===== src/rtl/ref_pix_axi_rd_slave.sv =====
// AXI4 read-only responder serving INCR bursts from a 1-cycle-latency block RAM.
// Queues AR requests, throttles issue by R-buffer credit, and returns SLVERR for illegal requests.
module ref_pix_axi_rd_slave #(
  parameter int unsigned               AXI_ADDR_WDTH       = 32,
  parameter int unsigned               AXI_CACHE_DATA_WDTH = 512,
  parameter int unsigned               MEM_ADDR_WDTH       = 16,
  parameter logic [AXI_ADDR_WDTH-1:0]  MEM_BASE_ADDR       = '0,
  parameter int unsigned               AR_FIFO_DEPTH       = 4
) (
  input  logic                           clk,
  input  logic                           reset,
  input  logic [AXI_ADDR_WDTH-1:0]       ref_pix_axi_ar_addr,
  input  logic [7:0]                     ref_pix_axi_ar_len,
  input  logic [2:0]                     ref_pix_axi_ar_size,
  input  logic [1:0]                     ref_pix_axi_ar_burst,
  input  logic [2:0]                     ref_pix_axi_ar_prot,
  input  logic                           ref_pix_axi_ar_valid,
  output logic                           ref_pix_axi_ar_ready,
  output logic [AXI_CACHE_DATA_WDTH-1:0] ref_pix_axi_r_data,
  output logic [1:0]                     ref_pix_axi_r_resp,
  output logic                           ref_pix_axi_r_last,
  output logic                           ref_pix_axi_r_valid,
  input  logic                           ref_pix_axi_r_ready,
  output logic                           mem_rd_en_out,
  output logic [MEM_ADDR_WDTH-1:0]       mem_rd_addr_out,
  input  logic [AXI_CACHE_DATA_WDTH-1:0] mem_rd_data_in,
  output logic                           rd_slave_idle_out
);

  localparam int unsigned DATA_BYTES = AXI_CACHE_DATA_WDTH / 8;
  localparam int unsigned SIZE_LOG2  = $clog2(DATA_BYTES);
  localparam int unsigned FAW        = $clog2(AR_FIFO_DEPTH);
  localparam int unsigned EW         = AXI_ADDR_WDTH + 2;

  typedef enum logic {
    ST_IDLE,
    ST_BURST
  } state_e;

  logic unused_prot;
  assign unused_prot = ^ref_pix_axi_ar_prot;

  // ---------------- request decode ----------------
  logic [AXI_ADDR_WDTH:0]     off_ext;
  logic [AXI_ADDR_WDTH-1:0]   off;
  logic [EW-1:0]              end_idx;
  logic [MEM_ADDR_WDTH-1:0]   req_idx;
  logic                       req_err;

  always_comb begin
    // Extra MSB of the subtraction is the borrow: address below the memory window.
    off_ext = {1'b0, ref_pix_axi_ar_addr} - {1'b0, MEM_BASE_ADDR};
    off     = off_ext[AXI_ADDR_WDTH-1:0];
    req_idx = MEM_ADDR_WDTH'(off >> SIZE_LOG2);
    end_idx = EW'(off >> SIZE_LOG2) + EW'(ref_pix_axi_ar_len);
    req_err = off_ext[AXI_ADDR_WDTH]
            | (ref_pix_axi_ar_burst != 2'b01)
            | (ref_pix_axi_ar_size != 3'(SIZE_LOG2))
            | ((end_idx >> MEM_ADDR_WDTH) != '0);
  end

  // ---------------- AR FIFO ----------------
  logic [MEM_ADDR_WDTH-1:0] fifo_idx_q [AR_FIFO_DEPTH];
  logic [7:0]               fifo_len_q [AR_FIFO_DEPTH];
  logic                     fifo_err_q [AR_FIFO_DEPTH];
  logic [FAW:0]             fifo_wr_q, fifo_rd_q;
  logic                     fifo_empty, fifo_full;
  logic                     ar_push, ar_pop;

  assign fifo_empty = (fifo_wr_q == fifo_rd_q);
  assign fifo_full  = (fifo_wr_q[FAW] != fifo_rd_q[FAW]) &&
                      (fifo_wr_q[FAW-1:0] == fifo_rd_q[FAW-1:0]);

  assign ref_pix_axi_ar_ready = !fifo_full && !reset;
  assign ar_push              = ref_pix_axi_ar_valid && ref_pix_axi_ar_ready;

  always_ff @(posedge clk) begin
    if (reset) begin
      fifo_wr_q <= '0;
      fifo_rd_q <= '0;
      for (int unsigned i = 0; i < AR_FIFO_DEPTH; i++) begin
        fifo_idx_q[i] <= '0;
        fifo_len_q[i] <= '0;
        fifo_err_q[i] <= 1'b0;
      end
    end else begin
      if (ar_push) begin
        fifo_idx_q[fifo_wr_q[FAW-1:0]] <= req_idx;
        fifo_len_q[fifo_wr_q[FAW-1:0]] <= ref_pix_axi_ar_len;
        fifo_err_q[fifo_wr_q[FAW-1:0]] <= req_err;
        fifo_wr_q <= fifo_wr_q + (FAW+1)'(1);
      end
      if (ar_pop) begin
        fifo_rd_q <= fifo_rd_q + (FAW+1)'(1);
      end
    end
  end

  // ---------------- output skid buffer ----------------
  logic [AXI_CACHE_DATA_WDTH-1:0] buf_data_q [2];
  logic [1:0]                     buf_resp_q [2];
  logic                           buf_last_q [2];
  logic                           buf_wr_q, buf_rd_q;
  logic [1:0]                     occ_q;
  logic                           r_pop;

  logic pend_v_q, pend_last_q, pend_err_q;

  assign ref_pix_axi_r_valid = (occ_q != 2'd0);
  assign r_pop               = ref_pix_axi_r_valid && ref_pix_axi_r_ready;
  assign ref_pix_axi_r_data  = ref_pix_axi_r_valid ? buf_data_q[buf_rd_q] : '0;
  assign ref_pix_axi_r_resp  = ref_pix_axi_r_valid ? buf_resp_q[buf_rd_q] : 2'b00;
  assign ref_pix_axi_r_last  = ref_pix_axi_r_valid && buf_last_q[buf_rd_q];

  always_ff @(posedge clk) begin
    if (reset) begin
      buf_wr_q <= 1'b0;
      buf_rd_q <= 1'b0;
      occ_q    <= 2'd0;
      for (int unsigned i = 0; i < 2; i++) begin
        buf_data_q[i] <= '0;
        buf_resp_q[i] <= 2'b00;
        buf_last_q[i] <= 1'b0;
      end
    end else begin
      if (pend_v_q) begin
        buf_data_q[buf_wr_q] <= pend_err_q ? '0 : mem_rd_data_in;
        buf_resp_q[buf_wr_q] <= pend_err_q ? 2'b10 : 2'b00;
        buf_last_q[buf_wr_q] <= pend_last_q;
        buf_wr_q             <= ~buf_wr_q;
      end
      if (r_pop) begin
        buf_rd_q <= ~buf_rd_q;
      end
      occ_q <= occ_q + 2'(pend_v_q) - 2'(r_pop);
    end
  end

  // ---------------- burst FSM ----------------
  state_e                   state_q, state_d;
  logic [MEM_ADDR_WDTH-1:0] ptr_q, ptr_d;
  logic [7:0]               cnt_q, cnt_d;
  logic                     err_q, err_d;
  logic                     issue;
  logic [2:0]               credit;

  // A beat popped this cycle frees its slot in time, which sustains 1 beat/cycle.
  assign credit = 3'(occ_q) + 3'(pend_v_q) - 3'(r_pop);

  always_comb begin
    state_d = state_q;
    ptr_d   = ptr_q;
    cnt_d   = cnt_q;
    err_d   = err_q;
    ar_pop  = 1'b0;
    issue   = 1'b0;
    unique case (state_q)
      ST_IDLE: begin
        if (!fifo_empty && !reset) begin
          ar_pop  = 1'b1;
          ptr_d   = fifo_idx_q[fifo_rd_q[FAW-1:0]];
          cnt_d   = fifo_len_q[fifo_rd_q[FAW-1:0]];
          err_d   = fifo_err_q[fifo_rd_q[FAW-1:0]];
          state_d = ST_BURST;
        end
      end
      ST_BURST: begin
        if ((credit < 3'd2) && !reset) begin
          issue = 1'b1;
          ptr_d = ptr_q + MEM_ADDR_WDTH'(1);
          cnt_d = cnt_q - 8'd1;
          if (cnt_q == 8'd0) begin
            state_d = ST_IDLE;
          end
        end
      end
      default: state_d = ST_IDLE;
    endcase
  end

  always_ff @(posedge clk) begin
    if (reset) begin
      state_q     <= ST_IDLE;
      ptr_q       <= '0;
      cnt_q       <= '0;
      err_q       <= 1'b0;
      pend_v_q    <= 1'b0;
      pend_last_q <= 1'b0;
      pend_err_q  <= 1'b0;
    end else begin
      state_q     <= state_d;
      ptr_q       <= ptr_d;
      cnt_q       <= cnt_d;
      err_q       <= err_d;
      pend_v_q    <= issue;
      pend_last_q <= issue && (cnt_q == 8'd0);
      pend_err_q  <= err_q;
    end
  end

  assign mem_rd_en_out     = issue && !err_q;
  assign mem_rd_addr_out   = mem_rd_en_out ? ptr_q : '0;
  assign rd_slave_idle_out = fifo_empty && (state_q == ST_IDLE) &&
                             (occ_q == 2'd0) && !pend_v_q;

endmodule


===== config.mk =====
export PLATFORM = sky130hd
export DESIGN_NAME = ref_pix_axi_rd_slave
export DESIGN_NICKNAME = d
export VERILOG_FILES = /design/src/rtl/ref_pix_axi_rd_slave.sv
export SDC_FILE = /design/constraint.sdc
export NUM_CORES = 2
export LEC_CHECK = 0
export CORE_AREA = 2 2 427 429
export DETAILED_ROUTE_END_ITERATION = 8
export DIE_AREA = 0 0 429 431
export GPL_TIMING_DRIVEN = 0
export SLEW_MARGIN = 20
export SYNTH_ARGS = -nofsm -noshare
export SYNTH_HDL_FRONTEND = slang
export SYNTH_SLANG_ARGS = --single-unit

===== constraint.sdc =====
create_clock -name clk -period 35.9 [get_ports clk]
set_input_delay 7.18 -clock clk [delete_from_list [all_inputs] [get_ports clk]]
set_output_delay 7.18 -clock clk [all_outputs]
set_load 0.1 [all_outputs]

After elaboration in Yosys (flattened, before gate mapping)
Memories as Yosys holds them, arrays and structs flattened. A register that Yosys moved wholly into a read port is not among the register bits.
Cells that the tools add are included.

operators by class
  add/subtract/negate cells = 9
  $mul = 0
  div/mod/pow operators = 0
  magnitude comparators = 1
  equality and inequality tests = 7
  shift operators = 0
  mux-type cells = 54
  bitwise operators = 5
  reductions and logical operators = 29

operators with widths
  cell                                                                      count
  512-bit 2-to-1 mux                                                        3
  512-bit OR reduction                                                      1
  16-bit 2-to-1 mux                                                         4
  34-bit nonzero test                                                       1
  16-bit one-hot mux with 2 select lines                                    1
  1-bit 2-to-1 mux                                                          31
  26-bit by 8-bit adder with 27-bit output                                  1
  8-bit 2-to-1 mux                                                          3
  2-bit 2-to-1 mux                                                          10
  16-bit by 1-bit adder with 16-bit output (second input constant)          1
  8-bit one-hot mux with 2 select lines                                     1
  16-bit OR reduction                                                       1
  1-bit logical AND                                                         12
  8-bit logical NOT                                                         1
  8-bit OR reduction                                                        1
  8-bit by 1-bit subtractor with 8-bit output (second input constant)       1
  3-bit by 1-bit adder with 3-bit output (second input constant)            2
  1-bit logical NOT                                                         5
  2-bit by 1-bit inequality test with 1-bit output (second input constant)  2
  2-bit AND reduction                                                       2
  2-bit by 1-bit adder with 3-bit output                                    1
  3-bit equality test                                                       1
  3-bit by 2-bit < comparator with 1-bit output (second input constant)     1
  3-bit inequality test (second input constant)                             1
  13 further kinds                                                          17

word-level totals
  bits in registers = 38
  latch bits = 0
  memory bits (writable) = 1130
  bits in read-only memories = 0
  input bits = 564
  output and inout bits = 535
  word-level logic and storage cells = 122
  memories kept = 6

memories
  name        depth  bits a word  read ports  clocked after memory_dff  wr ports  line  RTL
  buf_data_q  2      512          1           1                         2         100   logic [AXI_CACHE_DATA_WDTH-1:0] buf_data_q [2];
  fifo_idx_q  4      16           1           1                         4         63    logic [MEM_ADDR_WDTH-1:0] fifo_idx_q [AR_FIFO_DEPTH];
  fifo_len_q  4      8            1           1                         4         64    logic [7:0] fifo_len_q [AR_FIFO_DEPTH];
  buf_resp_q  2      2            1           1                         2         101   logic [1:0] buf_resp_q [2];
  fifo_err_q  4      1            1           1                         4         65    logic fifo_err_q [AR_FIFO_DEPTH];
  buf_last_q  2      1            1           1                         2         102   logic buf_last_q [2];

Longest topological paths before layout
  depth after elaboration = 10
  depth in mapped cells = 15
  depth with buffers taken out = 13

Least setup slack after synthesis
OpenSTA, ideal clock, no wires.

  path type = register to register
  from = register pend_v_q
  to = memory buf_data_q[0][0], enable pin
  arrival time = 23929 ps
  setup slack = 10470 ps
  stages on the path, launching flop included = 3
  clock period less this slack = 25430 ps
  path through = dfxtp_1 inv_1 o21bai_1

RTL lines
  what                    line  RTL
  start, declared         107   logic pend_v_q, pend_last_q, pend_err_q;
  start signal, assigned  195   pend_v_q <= issue;
  end, declared           100

Final worst setup path
  from = input port ref_pix_axi_r_ready
  to = output port mem_rd_addr_out[6]

on the way
  cells in the longest elaborated chain, start to end = 8

RTL lines
  what                                           line  RTL
  start, declared                                23    input logic ref_pix_axi_r_ready,
  1-bit logical AND                              110   assign r_pop = ref_pix_axi_r_valid && ref_pix_axi_r_ready;
  net r_pop                                      105   logic r_pop;
  3-bit by 1-bit subtractor with 3-bit output    148   assign credit = 3'(occ_q) + 3'(pend_v_q) - 3'(r_pop);
  net credit[1]                                  145   logic [2:0] credit;
  3-bit by 2-bit < comparator with 1-bit output  168   if ((credit < 3'd2) && !reset) begin
  1-bit logical AND                              168
  1-bit 2-to-1 mux                               168
  1-bit 2-to-1 mux                               157   unique case (state_q)
  1-bit logical AND                              201   assign mem_rd_en_out = issue && !err_q;
  16-bit 2-to-1 mux                              202   assign mem_rd_addr_out = mem_rd_en_out ? ptr_q : '0;
  end, declared                                  25    output logic [MEM_ADDR_WDTH-1:0] mem_rd_addr_out,

The timed path passes the listed nets, and every way through them passes these cells.

==> summary.md <==
| Metric | Value |
|---|---|
| Placed Instances | `7995` |
| Reg2reg start | `buf_wr_q$_SDFFE_PP0P_` |
| Number of global-route vias before repair | `39300` |
| Final worst-path cycle share | `51.6%` |
| Post-place setup slack | `17.31 ns` |
| Worst r2r dst | `buf_data_q[1][377]$_SDFFCE_PN0P_` |
| Mean Syn Cell Area | `11.8 um^2` |
| Clk slew on worst S/H paths | `0.06 ns` |
| Hold path endpoint | `pend_err_q$_SDFF_PP0_` |
| Max_cap viols | `0` |
| Fin. max-slew vios | `0` |
| Pre-Repair DR Iteration Count | `5` |
| Slew @ Worst Pin | `1.21 ns` |
| Worst hold start | `err_q$_SDFFE_PP0P_` |
| R2r setup slk | `32.10 ns` |
| Post-synthesis register bit count | `1170` |
| DRC | `0` |
| FFs w/ async S/R, synth | `0%` |
| Synthesized area | `0.0533 mm^2` |
| Final min period | `18.54 ns` |
| Total CTS buffers | `136` |
| Slew headroom | `19.2%` |
| Critical path class | `input port to primary output` |
| Initial antenna violation count | `75` |
| Share of the synthesized area in the top cell type | `63.6%` |
| Sequential share of power | `32.7%` |
| CTS tree | `yes` |
| Post-synthesis sequential area ratio | `65.2%` |
| Layout overhead on the synthesized area | `36.0%` |
| Final wirelength | `206 mm` |
| Most common cell in the netlist | `nor2_1` |
| Pwr Density | `74.7 mW/mm^2` |
| Final Core Density | `40.2%` |
| Switching fraction of total power | `42.3%` |
| Post-synthesis net count | `5074` |
| Cell row count | `156` |
| Crit start category | `input port` |
| CP Max Fanout | `10` |
| Status | `complete, no violations` |
| Worst path required time | `28.72 ns` |
| Post-CTS setup buffers | `0` |
| First-pass GRT wire length | `286 mm` |
| GRT Util Overall | `21.6%` |
| EDFF count, synth | `1128` |
| Layout cells sized above 1 | `6.51%` |
| Synth top cells by count | `nor2_1, edfxtp_1, mux2i_1` |
| Hold Crit Class | `flip-flop to flip-flop` |
| CTS sink cnt | `1170` |
| Area after DPL | `0.0680 mm^2` |
| CTS Buffer Depth | `3` |
| CTS Hold Bufs | `0` |
| WHS Path Cells | `1` |
| Synthesis Warnings | `0` |
| Worst Skew | `0.0203 ns` |
| Cells on worst reg2reg path | `9` |
| Largest net degree at the start of global routing | `50` |
| Resize count post-CTS | `0` |
| Vias per cell | `4.79` |
| Post-Syn Instances | `4496` |
| Post-synth top flop | `edfxtp_1` |
| Area of the core | `0.180 mm^2` |
| Peak Freq | `53.9 MHz` |
| Htree depth | `4` |
| Maximum vdd ir drop | `40.5 uV` |
| Endpoints failing hold | `0` |
| DIE WIDTH | `429 um` |
| Die extent in y | `431 um` |
| Critical Path AT | `11.36 ns` |
| Combinational power share | `41.7%` |
| HPWL Detailed | `159 mm` |
| Non-Filler Instances | `8288` |
| Clock Power Share | `25.6%` |
| GP Congestion | `0.948` |
| Leakage power | `0.0256 uW` |
| CP delay by family, top | `buffers and inverters` |
| Starting Density | `29.6%` |
| Worst Slack Setup Final | `17.36 ns` |
| Design Area, Final | `0.0724 mm^2` |
| Internal Pwr Total | `3120 uW` |
| FILL cells | `17400` |
| Crit-path cells | `clkdlybuf4s50_1, and2_1, ha_1, inv_1, ha_1, fa_1, or4_1, buf_2, nor2_1, buf_2, and2_1, clkdlybuf4s50_1` |
| Die area | `0.185 mm^2` |
| IO Count | `1099` |
| WP buf/inv | `5` |
| Clock Tree Root | `clkbuf_16` |
| Net switching power | `2290 uW` |
| CP Capture Type | `primary output` |
| Drt wl/cell | `24.8 um` |
| RSZ-0062 raised after global routing | `false` |
| Slowest stage delay, CP | `1.13 ns` |
| GRT overflow | `0` |
| Yosys top cell by area | `edfxtp_1` |
| Post-synth cell types | `65` |
| DRT antenna net count | `0` |
| DR iter-0 viols | `2912` |
| # setup viols final | `0` |
| Top cells by area, synth | `edfxtp_1, nor2_1, mux2i_1` |
| Worst-Skew Late Latency | `0.79 ns` |
| I/O Buffers | `1087` |
| Via count | `39700` |
| Nets@finish | `6341` |
| Slowest CP cell | `clkdlybuf4s50_1` |
## per-layer routing
metal  GRT usage (%)  routed length (um)
met5               0                  48
met4            9.20                7730
met3            6.44               17100
met2            35.6              100000
met1            26.4               80700
## final cells by class
cell class | instances | area, um^2 | area share [%]
Timing Repair Buffer | 1129 | 11600 | 16.1
Tap cell | 2370 | 2970 | 4.09
Sequential cell | 1170 | 34700 | 47.9
Clock inverter | 76 | 767 | 1.06
Buffer | 326 | 1310 | 1.80
Inverter | 10 | 37.5 | 0.0518
Multi-Input combinational cell | 2990 | 17200 | 23.8
Clock buffer | 170 | 3650 | 5.03
Antenna cell | 47 | 118 | 0.162
## stage by stage
step	TNS, ns	total power (uW)	hold slack, ns
2_1_floorplan	0	3480	0.436
3_3_place_gp	-3289.20	4260	0.476
3_5_place_dp	0	4070	0.477
4_1_cts	0	5460	0.488
5_1_grt	0	5600	0.499
6_report	0	5410	0.486
## flip-flops by register name, indices dropped and copies added, names as in the netlist, named ones only
register     cells
fifo_err_q       4
fifo_wr_q        3
buf_data_q    1024
err_q            1
state_q          1
buf_wr_q         1
fifo_len_q      32
pend_v_q         1
fifo_rd_q        3
fifo_idx_q      64
pend_err_q       1
buf_rd_q         1
buf_resp_q       2
buf_last_q       2
occ_q            2
cnt_q            8
ptr_q           16
pend_last_q      1
## kinds of logic (layout without fill, tap and decap cells)
logic type                 Yosys count  after routing  share of synthesized area, %
xor gates and xnor gates            12             12                         0.197
DFF                               1170           1170                          65.2
muxes                              543            543                          10.8
buffers and inverters              336           1711                          2.50
adders and majority gates           14             14                         0.343
other                                1             48                       0.00704
AOI/OAI and AO/OA                   98             98                          1.30
and+or+nand+nor                   2322           2322                          19.7
## cells in the final DEF (no fill, tap or decap), types with 4 or more instances in the layout
| cell | count |
|---|---|
| o22ai_1 | 5 |
| a21oi_1 | 25 |
| diode_2 | 47 |
| clkdlybuf4s50_1 | 1035 |
| nand4_1 | 6 |
| nand2b_1 | 514 |
| clkbuf_1 | 271 |
| nor3_1 | 12 |
| ha_1 | 13 |
| a22oi_1 | 5 |
| a211oi_2 | 6 |
| buf_4 | 4 |
| clkbuf_16 | 140 |
| xor2_1 | 4 |
| buf_1 | 33 |
| inv_1 | 9 |
| mux2i_1 | 516 |
| nor2_1 | 1577 |
| xnor2_1 | 8 |
| buf_2 | 85 |
| clkinv_2 | 20 |
| clkinv_1 | 32 |
| o21ai_0 | 22 |
| nand3_1 | 13 |
| or3_1 | 6 |
| nand2_1 | 43 |
| and2_1 | 98 |
| bufinv_16 | 11 |
| and3_1 | 26 |
| edfxtp_1 | 1128 |
| mux4_2 | 25 |
| clkbuf_2 | 10 |
| buf_12 | 17 |
| buf_16 | 25 |
| inv_16 | 5 |
| dfxtp_1 | 42 |
## worst register-to-register path, cell delays in order (launching register included)
cell and delay (ns):
dfxtp_1 0.48, nand3b_1 0.11, clkbuf_2 0.40, clkbuf_2 0.49, nand2b_4 0.45, buf_16 0.30, buf_12 0.28, buf_12 0.24
buf_16 0.33, buf_16 0.32
## how the worst max path moves through the flow
stage / start / end / slack (ns) / cells after the start
global placement: pend_v_q$_SDFF_PP0_ / buf_data_q[0][376]$_SDFFCE_PN0P_ / -6.56 / 2
CTS: ref_pix_axi_r_ready / mem_rd_addr_out[13] / 17.29 / 12
finish: ref_pix_axi_r_ready / mem_rd_addr_out[6] / 17.36 / 12
global route: ref_pix_axi_r_ready / mem_rd_addr_out[13] / 17.13 / 12
detailed placement: ref_pix_axi_r_ready / mem_rd_addr_out[13] / 17.31 / 12
floorplan: pend_v_q$_SDFF_PP0_ / buf_data_q[0][0]$_SDFFCE_PN0P_ / 10.47 / 2
## power groups by stage
| stage | Combinational (uW) | Sequential (uW) | Clock, uW |
|---|---|---|---|
| after floorplan | 1550 | 1930 | 0 |
| after global placement | 2220 | 2040 | 0 |
| after detailed placement | 2270 | 1800 | 0 |
| after CTS | 2270 | 1770 | 1410 |
| after global routing | 2360 | 1790 | 1460 |
| final | 2250 | 1770 | 1380 |
(Power assumes the default switching activity.)
